`config.mk`:
```
export PLATFORM = sky130hd
export DESIGN_NAME = dsp_i2s_tx
export DESIGN_NICKNAME = d
export VERILOG_FILES = /design/src/rtl/dsp_audio_pkg.sv /design/src/rtl/dsp_i2s_clkgen.sv /design/src/rtl/dsp_i2s_tx.sv
export SDC_FILE = /design/constraint.sdc
export NUM_CORES = 1
export LEC_CHECK = 0
export CAP_MARGIN = 15
export CORE_ASPECT_RATIO = 0.7
export CORE_MARGIN = 5
export CORE_UTILIZATION = 59
export DETAILED_ROUTE_END_ITERATION = 16
export PLACE_DENSITY = 0.88
export SLEW_MARGIN = 20
export SYNTH_ARGS = -nofsm -noshare
export SYNTH_HDL_FRONTEND = slang
export SYNTH_SLANG_ARGS = --single-unit
```
`constraint.sdc`:
```
create_clock -name clock -period 5.8 [get_ports clock]
set_input_delay 1.16 -clock clock [delete_from_list [all_inputs] [get_ports clock]]
set_output_delay 1.16 -clock clock [all_outputs]
set_load 0.005 [all_outputs]
```
`src/rtl/dsp_audio_pkg.sv`:
```
// Shared audio types for the DSP output path: sample/stereo typedefs and frame constants.
package dsp_audio_pkg;

   localparam int unsigned DSP_FRAME_CLKS   = 64;
   localparam int unsigned DSP_SAMPLE_WIDTH = 16;

   typedef logic signed [DSP_SAMPLE_WIDTH-1:0] dsp_sample_t;

   typedef struct packed {
      dsp_sample_t l;
      dsp_sample_t r;
   } dsp_stereo_t;

   typedef enum logic {
      CG_IDLE = 1'b0,
      CG_RUN  = 1'b1
   } dsp_clkgen_state_t;

endpackage

```
`src/rtl/dsp_i2s_clkgen.sv`:
```
// I2S frame timing: counter, enable gating, registered bclk/lrclk and frame load strobe.
// Define DSP_I2S_LEFT_JUSTIFIED_EN for left-justified word-select polarity.
module dsp_i2s_clkgen
   import dsp_audio_pkg::*;
#(
   parameter int unsigned SLOT_BITS    = 16,
   parameter int unsigned CLKS_PER_BIT = 2,
   localparam int unsigned BIT_W       = $clog2(2 * SLOT_BITS)
) (
   input  logic             clock,
   input  logic             reset,
   input  logic             enable,
   output logic             load,
   output logic             out_en,
   output logic [BIT_W-1:0] bit_idx,
   output logic             frame_start,
   output logic             i2s_bclk,
   output logic             i2s_lrclk
);

   localparam int unsigned      FRAME_CLKS = 2 * SLOT_BITS * CLKS_PER_BIT;
   localparam int unsigned      CNT_W      = $clog2(FRAME_CLKS);
   localparam logic [CNT_W-1:0] CNT_LAST   = CNT_W'(FRAME_CLKS - 1);

   dsp_clkgen_state_t state_q, state_n;
   logic [CNT_W-1:0]  cnt_q, cnt_n;
   logic [31:0]       cnt_w;
   logic              bclk_n, lrclk_n;

   always_ff @(posedge clock or posedge reset) begin
      if (reset) begin
         state_q <= CG_IDLE;
         cnt_q   <= '0;
      end else begin
         state_q <= state_n;
         cnt_q   <= cnt_n;
      end
   end

   // Leaving IDLE always loads, so re-enable and the first edge after reset start a fresh frame.
   always_comb begin
      state_n = state_q;
      cnt_n   = cnt_q;
      load    = 1'b0;
      if (!enable) begin
         state_n = CG_IDLE;
         cnt_n   = '0;
      end else begin
         state_n = CG_RUN;
         if (state_q == CG_IDLE || cnt_q == CNT_LAST) begin
            load  = 1'b1;
            cnt_n = '0;
         end else begin
            cnt_n = cnt_q + CNT_W'(1);
         end
      end
   end

   assign out_en  = enable && (state_q == CG_RUN);
   assign cnt_w   = 32'(cnt_q);
   assign bit_idx = BIT_W'(cnt_w / CLKS_PER_BIT);
   assign bclk_n  = (cnt_w % CLKS_PER_BIT) >= (CLKS_PER_BIT / 2);
`ifdef DSP_I2S_LEFT_JUSTIFIED_EN
   assign lrclk_n = 32'(bit_idx) < SLOT_BITS;
`else
   assign lrclk_n = 32'(bit_idx) >= SLOT_BITS;
`endif

   always_ff @(posedge clock or posedge reset) begin
      if (reset) begin
         frame_start <= 1'b0;
         i2s_bclk    <= 1'b0;
         i2s_lrclk   <= 1'b0;
      end else begin
         frame_start <= load;
         i2s_bclk    <= out_en & bclk_n;
         i2s_lrclk   <= out_en & lrclk_n;
      end
   end

endmodule

```
`src/rtl/dsp_i2s_tx.sv`:
```
// Stereo I2S transmitter: sample hold/fresh tracking, frame register and serial data output.
// Define DSP_I2S_LEFT_JUSTIFIED_EN for left-justified format (no 1-BCLK data delay).
module dsp_i2s_tx
   import dsp_audio_pkg::*;
#(
   parameter int unsigned SAMPLE_WIDTH = 16,
   parameter int unsigned SLOT_BITS    = 16,
   parameter int unsigned CLKS_PER_BIT = 2
) (
   input  logic                           clock,
   input  logic                           reset,
   input  logic                           enable,
   input  logic signed [SAMPLE_WIDTH-1:0] sample_l,
   input  logic signed [SAMPLE_WIDTH-1:0] sample_r,
   input  logic                           sample_valid,
   output logic                           frame_start,
   output logic                           underrun,
   output logic                           overrun,
   output logic                           i2s_bclk,
   output logic                           i2s_lrclk,
   output logic                           i2s_sdata
);

   localparam int unsigned WORD_BITS = 2 * SLOT_BITS;
   localparam int unsigned BIT_W     = $clog2(WORD_BITS);

   logic             load, out_en, sdata_n;
   logic [BIT_W-1:0] bit_idx, sel_idx;
   dsp_stereo_t      in_sample, hold_q, sr_q;
   logic             fresh_q;
`ifndef DSP_I2S_LEFT_JUSTIFIED_EN
   logic             lsb_q;
`endif

   dsp_i2s_clkgen #(
      .SLOT_BITS    (SLOT_BITS),
      .CLKS_PER_BIT (CLKS_PER_BIT)
   ) u_clkgen (
      .clock       (clock),
      .reset       (reset),
      .enable      (enable),
      .load        (load),
      .out_en      (out_en),
      .bit_idx     (bit_idx),
      .frame_start (frame_start),
      .i2s_bclk    (i2s_bclk),
      .i2s_lrclk   (i2s_lrclk)
   );

   assign in_sample.l = sample_l;
   assign in_sample.r = sample_r;

   // Frame word is indexed by bit position instead of shifted; sdata is registered alongside bclk/lrclk.
   always_comb begin
`ifdef DSP_I2S_LEFT_JUSTIFIED_EN
      sel_idx = BIT_W'(WORD_BITS - 1 - 32'(bit_idx));
      sdata_n = sr_q[sel_idx];
`else
      sel_idx = BIT_W'(WORD_BITS - 32'(bit_idx));
      sdata_n = (bit_idx == '0) ? lsb_q : sr_q[sel_idx];
`endif
   end

   always_ff @(posedge clock or posedge reset) begin
      if (reset) begin
         hold_q   <= '0;
         sr_q     <= '0;
         fresh_q  <= 1'b0;
         underrun <= 1'b0;
         overrun  <= 1'b0;
`ifndef DSP_I2S_LEFT_JUSTIFIED_EN
         lsb_q    <= 1'b0;
`endif
      end else begin
         underrun <= 1'b0;
         overrun  <= 1'b0;
         if (load) begin
`ifndef DSP_I2S_LEFT_JUSTIFIED_EN
            lsb_q   <= sr_q.r[0];
`endif
            fresh_q <= 1'b0;
            if (sample_valid) begin
               sr_q   <= in_sample;
               hold_q <= in_sample;
            end else begin
               sr_q     <= hold_q;
               underrun <= !fresh_q;
            end
         end else if (sample_valid) begin
            hold_q  <= in_sample;
            fresh_q <= 1'b1;
            overrun <= fresh_q;
         end
      end
   end

   always_ff @(posedge clock or posedge reset) begin
      if (reset) begin
         i2s_sdata <= 1'b0;
      end else begin
         i2s_sdata <= out_en & sdata_n;
      end
   end

endmodule
```
==> impl_metrics.env <==
export IMPL_outcome="finished clean"
export IMPL_cts_sinks=79
export IMPL_hpwl_um=3890
export IMPL_setup_worst_path_class="register to register"
export IMPL_synth_cells=221
export IMPL_area_growth_pct=21.0
export IMPL_synthXorXnorAreaFrac_pct=2.06
export IMPL_drv_cap=0
export IMPL_cts_clk_slew_worst_paths_ns=0.07
export IMPL_synth_area_mux_share_pct=27.3
export IMPL_wl_per_cell_um=16.6
export IMPL_grt_first_pass_wirelength_um=9890
export IMPL_ctsResizeCount=0
export IMPL_antenna_found_initial=0
export IMPL_vias=1843
export IMPL_yosys_area_share_simple_pct=4.79
export IMPL_routed_wl_um=5690
export IMPL_finalHoldViolCount=0
export IMPL_drc=0
export IMPL_track_usage_pct=17.8
export IMPL_mappedNetlistArea_mm2=0.00334
export IMPL_cp_end_kind="register"
export IMPL_synth_top_family_by_area="multiplexers"
export IMPL_ctsHoldBuffers=0
export IMPL_diodes=0
export IMPL_die_area_mm2=0.00729
export IMPL_place_inst=325
export IMPL_instances_no_fill=342
export IMPL_drtPass1Iterations=4
export IMPL_die_h_um=73.0
export IMPL_die_x_um=99.9
export IMPL_synth_cell_types=32
export IMPL_start_util_pct=62.2
export IMPL_synth_area_per_cell_um2=15.1
export IMPL_cts_path_max_buffers=2
export IMPL_core_area_mm2=0.00537
export IMPL_hp_class="register to register"
export IMPL_maxSlewViolCount=0
export IMPL_rsz0062_at_grt="false"
export IMPL_final_common_cell="dfrtp_1"
export IMPL_crit_arrival_ns=2.91
export IMPL_hold_ws_ns=0.487
export IMPL_synthFlopType="dfrtp_1"
export IMPL_reg_top3="hold_q (32), sr_q (32), u_clkgen.cnt_q (6)"
export IMPL_setup_tns_ns=0
export IMPL_syn_nets=261
export IMPL_num_rows=22
export IMPL_max_freq_mhz=373
export IMPL_synth_compound_area_share_pct=1.95
export IMPL_p_per_area_mw_per_mm2=320
export IMPL_ant_nets=0
export IMPL_insertion_delay_ns=0.35
export IMPL_cts_made_buffers=9
export IMPL_synth_seq_cells=79
export IMPL_ys_seq_area_share_pct=59.2
export IMPL_place_congestion=0.775
export IMPL_drive_gt1_share_pct=28.9
export IMPL_cellLeakagePower_nw=1.72
export IMPL_peakVddDrop_mv=0.218
export IMPL_htree_levels=3
export IMPL_drt_iter0_drc=62
export IMPL_cp_start_kind="register"
export IMPL_path_max_fanout=13
export IMPL_fin_crit_ns=2.68
export IMPL_grt_ovfl_total=0
export IMPL_power_mw=1.29
export IMPL_worstMarginPinSlew_ns=0.765
export IMPL_worstPathRequired_ns=6.03
export IMPL_async_flop_share_pct=100
export IMPL_cts_root_buf="clkbuf_8"
export IMPL_grt_pass1_vias=2037
export IMPL_synth_edf_count=0
export IMPL_layout_common_cells="79 x dfrtp_1, 50 x mux2_2, 41 x clkdlybuf4s50_1, 14 x mux2_1, 10 x nor2_1"
export IMPL_io_pins=42
export IMPL_routed_via_density=5.39
export IMPL_setup_viol=0
export IMPL_cts_tree="built"
export IMPL_relSlewSlack_pct=48.9
export IMPL_fin_skew_ns=0.00577
export IMPL_ys_warnings_count=0
export IMPL_period_share_pct=46.2
export IMPL_yosys_area_share_adder_pct=1.50
export IMPL_grt_max_degree=43
export IMPL_portBuffers=41
export IMPL_post_cts_buffers=0
export IMPL_fin_nets=305
synth_stat cells, types with 2 or more instances:
cell type	instances	area, um^2
buf_4	2	15.0
and3_1	2	12.5
buf_6	4	45.0
xor2_1	2	17.5
mux2_1	14	158
mux4_2	4	90.1
mux2_2	50	563
inv_1	6	22.5
mux4_1	2	52.6
mux2i_1	5	50.1
a31oi_1	2	12.5
ha_1	4	50.1
nand2_1	7	26.3
nor2_1	10	37.5
nand3_1	5	25.0
xnor2_1	4	35.0
nor3b_1	2	15.0
buf_2	4	20.0
dfrtp_1	79	1980
where the power goes:
| part | switching [mW] | internal [mW] |
|---|---|---|
| Sequential | 0.0310 | 0.621 |
| Combinational | 0.0659 | 0.102 |
| Clock | 0.190 | 0.285 |
| Total | 0.287 | 1.01 |
critical path: stages, from the launching register on:
cell	delay (ns)
dfrtp_1	0.75
inv_1	0.13
ha_1	0.65
mux4_1	0.61
nand2_1	0.08
nand2_1	0.05
a31oi_1	0.20
a221oi_2	0.09
metal layers:
metal  routed length (um)  part of all wire (%)  GRT usage (%)  up-vias
met1                 2620                    46           23.2      927
li1                     -                     -              -      873
met3                  249                   4.4           6.78        8
met2                 2780                    49           28.2       35
met5                    0                     0              0        -
met4                   44                  0.77           5.00        0
logic make-up after synthesis:
family | after synthesis
AOI/OAI and AO/OA | 7
xor gates and xnor gates | 7
adders and majority gates | 4
buffers and inverters | 17
DFF | 79
muxes | 75
and+or+nand+nor | 32
layout make-up:
cell class | instances | area, um^2
Sequential cell | 79 | 1980
Multi-Input combinational cell | 125 | 1260
Timing Repair Buffer | 44 | 453
Inverter | 6 | 22.5
Clock buffer | 10 | 128
Clock inverter | 6 | 109
Tap cell | 72 | 90.1
Fill cell | 341 | 1320
worst paths after layout:
path                                   start   endpoint  slack, ns  depth (start not counted)
max                        u_clkgen.cnt_q[1]  i2s_sdata       3.12                          7
min                                 sr_q[30]   sr_q[30]       0.49                          1
max reg2reg                u_clkgen.cnt_q[1]  i2s_sdata       3.12                          7
min reg2reg                         sr_q[30]   sr_q[30]       0.49                          1
max in group asynchronous              reset    fresh_q       3.54                          3
min in group asynchronous              reset  hold_q[6]       1.26                          2
per-stage QoR:
| stage | cell area, um^2 | worst slack, ns | util [%] |
|---|---|---|---|
| after floorplan | 3340 | 2.62 | - |
| after global placement | 3780 | 2.62 | 70.4 |
| after detailed placement | 3780 | 2.54 | 70.4 |
| after CTS | 4020 | 2.93 | 74.8 |
| after global routing | 4040 | 2.93 | 75.3 |
| final | 4040 | 3.12 | 75.3 |
No activity file was read; power rests on OpenSTA's default activity.
